## src/rtl/mc_ctrl_pkg.sv

```systemverilog
// Shared encodings for the multi-cycle MIPS controller: state codes, opcodes, ALU and mux selects.
package mc_ctrl_pkg;

  typedef enum logic [3:0] {
    S_IF  = 4'd0,
    S_ID  = 4'd1,
    S_MA  = 4'd2,
    S_MRD = 4'd3,
    S_MWB = 4'd4,
    S_MWR = 4'd5,
    S_REX = 4'd6,
    S_RWB = 4'd7,
    S_BR  = 4'd8,
    S_J   = 4'd9,
    S_IEX = 4'd10,
    S_IWB = 4'd11,
    S_JAL = 4'd12
  } state_e;

  localparam logic [5:0] OP_RTYPE = 6'b000000;
  localparam logic [5:0] OP_LW    = 6'b100011;
  localparam logic [5:0] OP_SW    = 6'b101011;
  localparam logic [5:0] OP_BEQ   = 6'b000100;
  localparam logic [5:0] OP_BNE   = 6'b000101;
  localparam logic [5:0] OP_J     = 6'b000010;
  localparam logic [5:0] OP_JAL   = 6'b000011;
  localparam logic [5:0] OP_ADDI  = 6'b001000;
  localparam logic [5:0] OP_ANDI  = 6'b001100;
  localparam logic [5:0] OP_ORI   = 6'b001101;
  localparam logic [5:0] OP_SLTI  = 6'b001010;

  localparam logic [5:0] FN_ADD = 6'b100000;
  localparam logic [5:0] FN_SUB = 6'b100010;
  localparam logic [5:0] FN_AND = 6'b100100;
  localparam logic [5:0] FN_OR  = 6'b100101;
  localparam logic [5:0] FN_SLT = 6'b101010;
  localparam logic [5:0] FN_NOR = 6'b100111;

  localparam logic [2:0] ALU_AND = 3'b000;
  localparam logic [2:0] ALU_OR  = 3'b001;
  localparam logic [2:0] ALU_ADD = 3'b010;
  localparam logic [2:0] ALU_SUB = 3'b110;
  localparam logic [2:0] ALU_SLT = 3'b111;
  localparam logic [2:0] ALU_NOR = 3'b100;

  localparam logic [1:0] RD_RT = 2'b00;
  localparam logic [1:0] RD_RD = 2'b01;
  localparam logic [1:0] RD_RA = 2'b10;

  localparam logic [1:0] M2R_ALU = 2'b00;
  localparam logic [1:0] M2R_MDR = 2'b01;
  localparam logic [1:0] M2R_PC  = 2'b10;

  function automatic logic [2:0] imm_alu_ctrl(input logic [5:0] op);
    case (op)
      OP_ANDI: imm_alu_ctrl = ALU_AND;
      OP_ORI:  imm_alu_ctrl = ALU_OR;
      OP_SLTI: imm_alu_ctrl = ALU_SLT;
      default: imm_alu_ctrl = ALU_ADD;
    endcase
  endfunction

endpackage

```

## src/rtl/mc_ctrl_if.sv

```systemverilog
// Instruction-field inputs and datapath control outputs of the multi-cycle controller.
interface mc_ctrl_if;
  logic [5:0] opcode;
  logic [5:0] funct;
  logic       zero;
  logic       mem_ready;
  logic       pc_write;
  logic       pc_write_cond;
  logic       bne;
  logic       i_or_d;
  logic       mem_read;
  logic       mem_write;
  logic       ir_write;
  logic [1:0] reg_dst;
  logic [1:0] mem_to_reg;
  logic       reg_write;
  logic       alu_src_a;
  logic [1:0] alu_src_b;
  logic [1:0] pc_source;
  logic [2:0] alu_ctrl;
  logic       illegal_op;
  logic [3:0] state;

  modport master (
    output opcode, funct, zero, mem_ready,
    input  pc_write, pc_write_cond, bne, i_or_d, mem_read, mem_write, ir_write,
           reg_dst, mem_to_reg, reg_write, alu_src_a, alu_src_b, pc_source,
           alu_ctrl, illegal_op, state
  );

  modport slave (
    input  opcode, funct, zero, mem_ready,
    output pc_write, pc_write_cond, bne, i_or_d, mem_read, mem_write, ir_write,
           reg_dst, mem_to_reg, reg_write, alu_src_a, alu_src_b, pc_source,
           alu_ctrl, illegal_op, state
  );
endinterface

```

## src/rtl/alu_dec.sv

```systemverilog
// R-type funct decoder: maps funct to the ALU operation and flags unsupported codes.
module alu_dec
  import mc_ctrl_pkg::*;
(
  input  logic [5:0] funct_i,
  output logic [2:0] alu_ctrl_o,
  output logic       valid_o
);

  always_comb begin
    alu_ctrl_o = ALU_ADD;
    valid_o    = 1'b1;
    case (funct_i)
      FN_ADD:  alu_ctrl_o = ALU_ADD;
      FN_SUB:  alu_ctrl_o = ALU_SUB;
      FN_AND:  alu_ctrl_o = ALU_AND;
      FN_OR:   alu_ctrl_o = ALU_OR;
      FN_SLT:  alu_ctrl_o = ALU_SLT;
      FN_NOR:  alu_ctrl_o = ALU_NOR;
      default: valid_o    = 1'b0;
    endcase
  end

endmodule

```

## src/rtl/mc_ctrl_unit.sv

```systemverilog
// Multi-cycle MIPS control FSM sequencing IF/ID/EX/MEM/WB; jal support under MC_CTRL_JAL_EN.
//  state | meaning
//  IF    | fetch, PC+4 ; ID  | decode, branch target ; MA | address calc
//  MRD   | load read   ; MWB | load writeback        ; MWR | store write
//  REX   | R-type exec ; RWB | R-type writeback      ; BR  | beq/bne
//  J     | jump        ; IEX | imm exec ; IWB | imm writeback ; JAL | jump-and-link
module mc_ctrl_unit
  import mc_ctrl_pkg::*;
#(
  parameter int STATE_W  = 4,
  parameter bit MEM_WAIT = 1'b1
) (
  input logic       clk,
  input logic       rst,
  mc_ctrl_if.slave  bus
);

  state_e     state_q, state_d;
  state_e     id_next;
  logic [2:0] rdec_ctrl;
  logic       rdec_valid;
  logic       mem_go;

  alu_dec u_alu_dec (
    .funct_i   (bus.funct),
    .alu_ctrl_o(rdec_ctrl),
    .valid_o   (rdec_valid)
  );

  assign mem_go = !MEM_WAIT || bus.mem_ready;

  always_ff @(posedge clk) begin
    if (!rst) state_q <= S_IF;
    else      state_q <= state_d;
  end

  // Dispatch target out of ID; S_IF here means the instruction was not recognised.
  always_comb begin
    id_next = S_IF;
    case (bus.opcode)
      OP_RTYPE:                         id_next = rdec_valid ? S_REX : S_IF;
      OP_LW, OP_SW:                     id_next = S_MA;
      OP_BEQ, OP_BNE:                   id_next = S_BR;
      OP_J:                             id_next = S_J;
      OP_ADDI, OP_ANDI, OP_ORI, OP_SLTI: id_next = S_IEX;
`ifdef MC_CTRL_JAL_EN
      OP_JAL:                           id_next = S_JAL;
`endif
      default:                          id_next = S_IF;
    endcase
  end

  always_comb begin
    state_d           = state_q;
    bus.pc_write      = 1'b0;
    bus.pc_write_cond = 1'b0;
    bus.bne           = 1'b0;
    bus.i_or_d        = 1'b0;
    bus.mem_read      = 1'b0;
    bus.mem_write     = 1'b0;
    bus.ir_write      = 1'b0;
    bus.reg_dst       = RD_RT;
    bus.mem_to_reg    = M2R_ALU;
    bus.reg_write     = 1'b0;
    bus.alu_src_a     = 1'b0;
    bus.alu_src_b     = 2'b00;
    bus.pc_source     = 2'b00;
    bus.alu_ctrl      = ALU_AND;
    bus.illegal_op    = 1'b0;
    bus.state         = '0;
    // Every output is held low while reset is asserted, including the debug state.
    if (rst) begin
      bus.state = STATE_W'(state_q);
      case (state_q)
        S_IF: begin
          bus.mem_read  = 1'b1;
          bus.alu_src_b = 2'b01;
          bus.alu_ctrl  = ALU_ADD;
          if (mem_go) begin
            bus.ir_write = 1'b1;
            bus.pc_write = 1'b1;
            state_d      = S_ID;
          end
        end
        S_ID: begin
          bus.alu_src_b  = 2'b11;
          bus.alu_ctrl   = ALU_ADD;
          bus.illegal_op = (id_next == S_IF);
          state_d        = id_next;
        end
        S_MA: begin
          bus.alu_src_a = 1'b1;
          bus.alu_src_b = 2'b10;
          bus.alu_ctrl  = ALU_ADD;
          state_d       = (bus.opcode == OP_LW) ? S_MRD : S_MWR;
        end
        S_MRD: begin
          bus.mem_read = 1'b1;
          bus.i_or_d   = 1'b1;
          if (mem_go) state_d = S_MWB;
        end
        S_MWB: begin
          bus.reg_dst    = RD_RT;
          bus.mem_to_reg = M2R_MDR;
          bus.reg_write  = 1'b1;
          state_d        = S_IF;
        end
        S_MWR: begin
          bus.mem_write = 1'b1;
          bus.i_or_d    = 1'b1;
          if (mem_go) state_d = S_IF;
        end
        S_REX: begin
          bus.alu_src_a = 1'b1;
          bus.alu_ctrl  = rdec_ctrl;
          state_d       = S_RWB;
        end
        S_RWB: begin
          bus.reg_dst   = RD_RD;
          bus.reg_write = 1'b1;
          state_d       = S_IF;
        end
        S_BR: begin
          bus.alu_src_a     = 1'b1;
          bus.alu_ctrl      = ALU_SUB;
          bus.pc_write_cond = 1'b1;
          bus.pc_source     = 2'b01;
          bus.bne           = (bus.opcode == OP_BNE);
          state_d           = S_IF;
        end
        S_J: begin
          bus.pc_write  = 1'b1;
          bus.pc_source = 2'b10;
          state_d       = S_IF;
        end
        S_IEX: begin
          bus.alu_src_a = 1'b1;
          bus.alu_src_b = 2'b10;
          bus.alu_ctrl  = imm_alu_ctrl(bus.opcode);
          state_d       = S_IWB;
        end
        S_IWB: begin
          bus.reg_dst   = RD_RT;
          bus.reg_write = 1'b1;
          state_d       = S_IF;
        end
        S_JAL: begin
          bus.reg_dst    = RD_RA;
          bus.mem_to_reg = M2R_PC;
          bus.reg_write  = 1'b1;
          bus.pc_write   = 1'b1;
          bus.pc_source  = 2'b10;
          state_d        = S_IF;
        end
        default: state_d = S_IF;
      endcase
    end
  end

endmodule

```

## src/flat_wrapper.sv

```systemverilog
// flat-port wrapper written by rule: the top's interface ports become plain ports
module mc_ctrl_unit_flat import mc_ctrl_pkg::*;
#(
  parameter int STATE_W  = 4,
  parameter bit MEM_WAIT = 1'b1
)
  (clk, rst, bus_opcode, bus_funct, bus_zero, bus_mem_ready, bus_pc_write, bus_pc_write_cond, bus_bne, bus_i_or_d, bus_mem_read, bus_mem_write, bus_ir_write, bus_reg_dst, bus_mem_to_reg, bus_reg_write, bus_alu_src_a, bus_alu_src_b, bus_pc_source, bus_alu_ctrl, bus_illegal_op, bus_state);
  mc_ctrl_if bus_i ();
  input logic clk;
  input logic rst;
  input wire logic [$bits(bus_i.opcode)-1:0] bus_opcode;
  input wire logic [$bits(bus_i.funct)-1:0] bus_funct;
  input wire logic [$bits(bus_i.zero)-1:0] bus_zero;
  input wire logic [$bits(bus_i.mem_ready)-1:0] bus_mem_ready;
  output wire logic [$bits(bus_i.pc_write)-1:0] bus_pc_write;
  output wire logic [$bits(bus_i.pc_write_cond)-1:0] bus_pc_write_cond;
  output wire logic [$bits(bus_i.bne)-1:0] bus_bne;
  output wire logic [$bits(bus_i.i_or_d)-1:0] bus_i_or_d;
  output wire logic [$bits(bus_i.mem_read)-1:0] bus_mem_read;
  output wire logic [$bits(bus_i.mem_write)-1:0] bus_mem_write;
  output wire logic [$bits(bus_i.ir_write)-1:0] bus_ir_write;
  output wire logic [$bits(bus_i.reg_dst)-1:0] bus_reg_dst;
  output wire logic [$bits(bus_i.mem_to_reg)-1:0] bus_mem_to_reg;
  output wire logic [$bits(bus_i.reg_write)-1:0] bus_reg_write;
  output wire logic [$bits(bus_i.alu_src_a)-1:0] bus_alu_src_a;
  output wire logic [$bits(bus_i.alu_src_b)-1:0] bus_alu_src_b;
  output wire logic [$bits(bus_i.pc_source)-1:0] bus_pc_source;
  output wire logic [$bits(bus_i.alu_ctrl)-1:0] bus_alu_ctrl;
  output wire logic [$bits(bus_i.illegal_op)-1:0] bus_illegal_op;
  output wire logic [$bits(bus_i.state)-1:0] bus_state;
  assign bus_i.opcode = bus_opcode;
  assign bus_i.funct = bus_funct;
  assign bus_i.zero = bus_zero;
  assign bus_i.mem_ready = bus_mem_ready;
  assign bus_pc_write = bus_i.pc_write;
  assign bus_pc_write_cond = bus_i.pc_write_cond;
  assign bus_bne = bus_i.bne;
  assign bus_i_or_d = bus_i.i_or_d;
  assign bus_mem_read = bus_i.mem_read;
  assign bus_mem_write = bus_i.mem_write;
  assign bus_ir_write = bus_i.ir_write;
  assign bus_reg_dst = bus_i.reg_dst;
  assign bus_mem_to_reg = bus_i.mem_to_reg;
  assign bus_reg_write = bus_i.reg_write;
  assign bus_alu_src_a = bus_i.alu_src_a;
  assign bus_alu_src_b = bus_i.alu_src_b;
  assign bus_pc_source = bus_i.pc_source;
  assign bus_alu_ctrl = bus_i.alu_ctrl;
  assign bus_illegal_op = bus_i.illegal_op;
  assign bus_state = bus_i.state;
  mc_ctrl_unit #(.STATE_W(STATE_W), .MEM_WAIT(MEM_WAIT)) u_core (.clk(clk), .rst(rst), .bus(bus_i));
endmodule
```

## config.mk

```make
export PLATFORM = sky130hd
export DESIGN_NAME = mc_ctrl_unit_flat
export DESIGN_NICKNAME = d
export VERILOG_FILES = /design/src/rtl/mc_ctrl_pkg.sv /design/src/rtl/mc_ctrl_if.sv /design/src/rtl/alu_dec.sv /design/src/rtl/mc_ctrl_unit.sv /design/src/flat_wrapper.sv
export SDC_FILE = /design/constraint.sdc
export NUM_CORES = 1
export LEC_CHECK = 0
export CAP_MARGIN = 15
export CORE_MARGIN = 4
export CORE_UTILIZATION = 43
export CTS_CLUSTER_DIAMETER = 150
export DETAILED_ROUTE_END_ITERATION = 6
export PLACE_DENSITY = 0.85
export SETUP_SLACK_MARGIN = 0.1
export SLEW_MARGIN = 20
export SYNTH_ARGS = -nofsm -noshare
export SYNTH_HDL_FRONTEND = slang
export SYNTH_SLANG_ARGS = --single-unit
export TNS_END_PERCENT = 10
```

## constraint.sdc

```tcl
create_clock -name clk -period 5.1 [get_ports clk]
set_input_delay 1.53 -clock clk [delete_from_list [all_inputs] [get_ports clk]]
set_output_delay 1.53 -clock clk [all_outputs]
set_load 0.01 [all_outputs]
```

==> results.sh <==
export IMPL_start_util=0.468
export IMPL_powerDensity_nw_per_um2=117
export IMPL_worst_ep_arrival_time_ps=3360
export IMPL_crit_buf_inv=2
export IMPL_synth_cells=129
export IMPL_yosys_cell_count_top_type="nand2_1"
export IMPL_crit_family="buffers and inverters"
export IMPL_core_area_sq_um=1780
export IMPL_switchingPower_w=0.0000497
export IMPL_rrSetupSlack_ps=3300
export IMPL_timing_fmax_mhz=205
export IMPL_path_cells="clkdlybuf4s50_1 -> nor2_4 -> nand4_1 -> a211oi_1 -> a31oi_1 -> nor2_1 -> clkdlybuf4s50_1"
export IMPL_cp_max_fo=6
export IMPL_vias=1032
export IMPL_syn_area_sq_um=835
export IMPL_drtIter0Drc=36
export IMPL_start_kind="input port"
export IMPL_clock_latency_ps=230
export IMPL_worstSetupEndpointType="primary output"
export IMPL_topRoutingLayerUsed="met3"
export IMPL_n_antenna_cell=0
export IMPL_synth_common_cells="17 x nand2_1, 13 x nor2_1, 10 x a21oi_1"
export IMPL_fin_crit_sh=0.958
export IMPL_place_congestion=0.855
export IMPL_cp_data_required_time_ps=3570
export IMPL_drv_cap=0
export IMPL_clockRootBuffer="clkbuf_4"
export IMPL_hpwl_um=1850
export IMPL_synth_edf_count=0
export IMPL_drcViolationCount=0
export IMPL_p_int_w=0.0000946
export IMPL_yosys_warnings=0
export IMPL_clockPowerShare=0.255
export IMPL_largest_registers="u_core.state_q: 4 flops"
export IMPL_slew_headroom=0.474
export IMPL_grt_max_degree=24
export IMPL_cts_tree="done"
export IMPL_grt_pass1_vias=894
export IMPL_fin_cells=186
export IMPL_numCtsBuffers=3
export IMPL_drt_wl_total_um=2390
export IMPL_combPwrFrac=0.459
export IMPL_final_cell_area_sq_um=1230
export IMPL_async_flop_share=0
export IMPL_postCtsHoldBufs=0
export IMPL_area_delta_synth_final_pct=47.2
export IMPL_p_total_w=0.000144
export IMPL_worstSetupPathType="input port to primary output"
export IMPL_clock_sinks=4
export IMPL_chipHeight_um=52.1
export IMPL_cts_buffer_depth=2
export IMPL_p_seq_frac=0.286
export IMPL_status="complete, no violations"
export IMPL_io_buffers=39
export IMPL_synth_nets=145
export IMPL_regMostFlops="u_core.state_q"
export IMPL_syn_area_per_cell_sq_um=6.47
export IMPL_clkTransAtPathRegs_ps=30
export IMPL_wl_per_cell_um=12.8
export IMPL_wl_met1_um=1070
export IMPL_ys_ff_latch=4
export IMPL_clock_skew_ps=1.36
export IMPL_wl_met2_um=1130
export IMPL_worst_slack_ps=215
export IMPL_synth_seq_area_share=0.0960
export IMPL_final_hold_violation_count=0
export IMPL_met3_length_um=187
export IMPL_io_pin_count=41
export IMPL_yosysTopAreaCellShare=0.0960
export IMPL_die_area_sq_um=2710
export IMPL_rsz0062_at_grt="true"
export IMPL_final_nets=179
export IMPL_fillCellCount=163
export IMPL_grt_pass1_wl_um=3860
export IMPL_firstDrtPassIters=4
export IMPL_cellLeakagePower_nw=0.442
export IMPL_post_place_ws_ps=48.2
export IMPL_chipWidth_um=52.1
export IMPL_p_sw_frac=0.344
export IMPL_overflow=0
export IMPL_postPlaceCellArea_sq_um=1200
export IMPL_yosys_area_top_type="dfxtp_1"
export IMPL_largest_register_ffs=4
export IMPL_via_per_inst=5.55
export IMPL_slowest_stage="clkdlybuf4s50_1"
export IMPL_setup_tns_ps=0
export IMPL_ys_types=45
export IMPL_synth_area_top_cells="dfxtp_1 9.6%, nand2_1 7.6%, a21oi_1 6.0%"
export IMPL_synth_flop_cell="dfxtp_1"
export IMPL_tightest_slew_ps=788
export IMPL_dp_cells=183
export IMPL_ant_nets=0
export IMPL_row_count=15
export IMPL_fin_crit_ps=4890
export IMPL_crit_path_max_incr_delay_ps=550
export IMPL_irDropWorstVdd_uv=124
export IMPL_htree_levels=1
export IMPL_drive_gt1_frac=0.0932
export IMPL_slew_violations=0
export IMPL_cpMostUsedCell="clkdlybuf4s50_1"
export IMPL_grt_antenna_before_repair=0
export IMPL_min_path_type="flop to flop"
export IMPL_final_setup_viol_count=0
export IMPL_grt_use_total=0.180
[kinds of logic (layout without fill, tap and decap cells)]
group           Yosys count  in the layout  synth area share
compound gates           31             31             0.240
xor+xnor                  3              3            0.0315
buf+inv                  15             47             0.102
flops                     4              4            0.0960
mux                       2              2            0.0300
simple gates             74             74             0.501
[per-layer routing]
metal	track usage	vias up
met2	0.280	38
met4	0.0437	0
li1	-	526
met5	0	-
met3	0.0344	0
met1	0.250	468
[through the flow]
stage,util,hold slack [ps]
6_report,0.689,762
5_1_grt,0.689,823
4_1_cts,0.684,758
3_3_place_gp,0.672,736
3_5_place_dp,0.672,752
2_1_floorplan,-,669
[area by class of cell]
cell class | count | area [sq um] | area share
clock buffer | 3 | 22.5 | 0.0183
multi-input combinational | 110 | 679 | 0.553
tap | 25 | 31.3 | 0.0255
inverter | 3 | 11.3 | 0.00916
timing repair buffer | 41 | 404 | 0.329
sequential | 4 | 80.1 | 0.0652
[cells in the final DEF (no fill, tap or decap), types with 2 or more instances in the layout]
cell,count
clkdlybuf4s50_1,38
nand2_1,17
nor2_1,11
a21oi_1,10
nor3_1,8
nand2b_1,6
o21ai_0,6
nor2b_1,5
and2_1,5
nand4_1,4
dfxtp_1,4
inv_1,3
o21ai_1,3
clkbuf_4,3
nor4b_2,2
a31oi_1,2
xor2_1,2
and3_1,2
buf_4,2
[worst register-to-register path, stage by stage, from the launching register on]
cell,delay [ps]
dfxtp_1,820
xor2_1,250
a21oi_1,100
nor3_1,350
nand2_1,100
o21ai_1,110
[worst paths after layout]
kind / start / to / cells past startpoint
max: bus_opcode[2] / bus_alu_ctrl[2] / 7
min: u_core.state_q[1] / u_core.state_q[1] / 2
max reg2reg: u_core.state_q[2] / u_core.state_q[2] / 5
min reg2reg: u_core.state_q[1] / u_core.state_q[1] / 2
[what timing repair did]
item | 4_1_cts | 5_1_grt
setup buffers | 0 | 0
endpoints found under the setup margin | 1 | 2
resized for setup | 1 | 3
[power groups by stage]
stage | logic, W | clock network, W | registers, W
floorplan | 0.0000428 | 0 | 0.0000346
CTS | 0.0000652 | 0.0000388 | 0.0000411
detailed placement | 0.0000654 | 0 | 0.0000416
global placement | 0.0000637 | 0 | 0.0000414
global route | 0.0000724 | 0.0000412 | 0.0000422
finish | 0.0000662 | 0.0000368 | 0.0000413
Power figures use the tool's default switching activity.
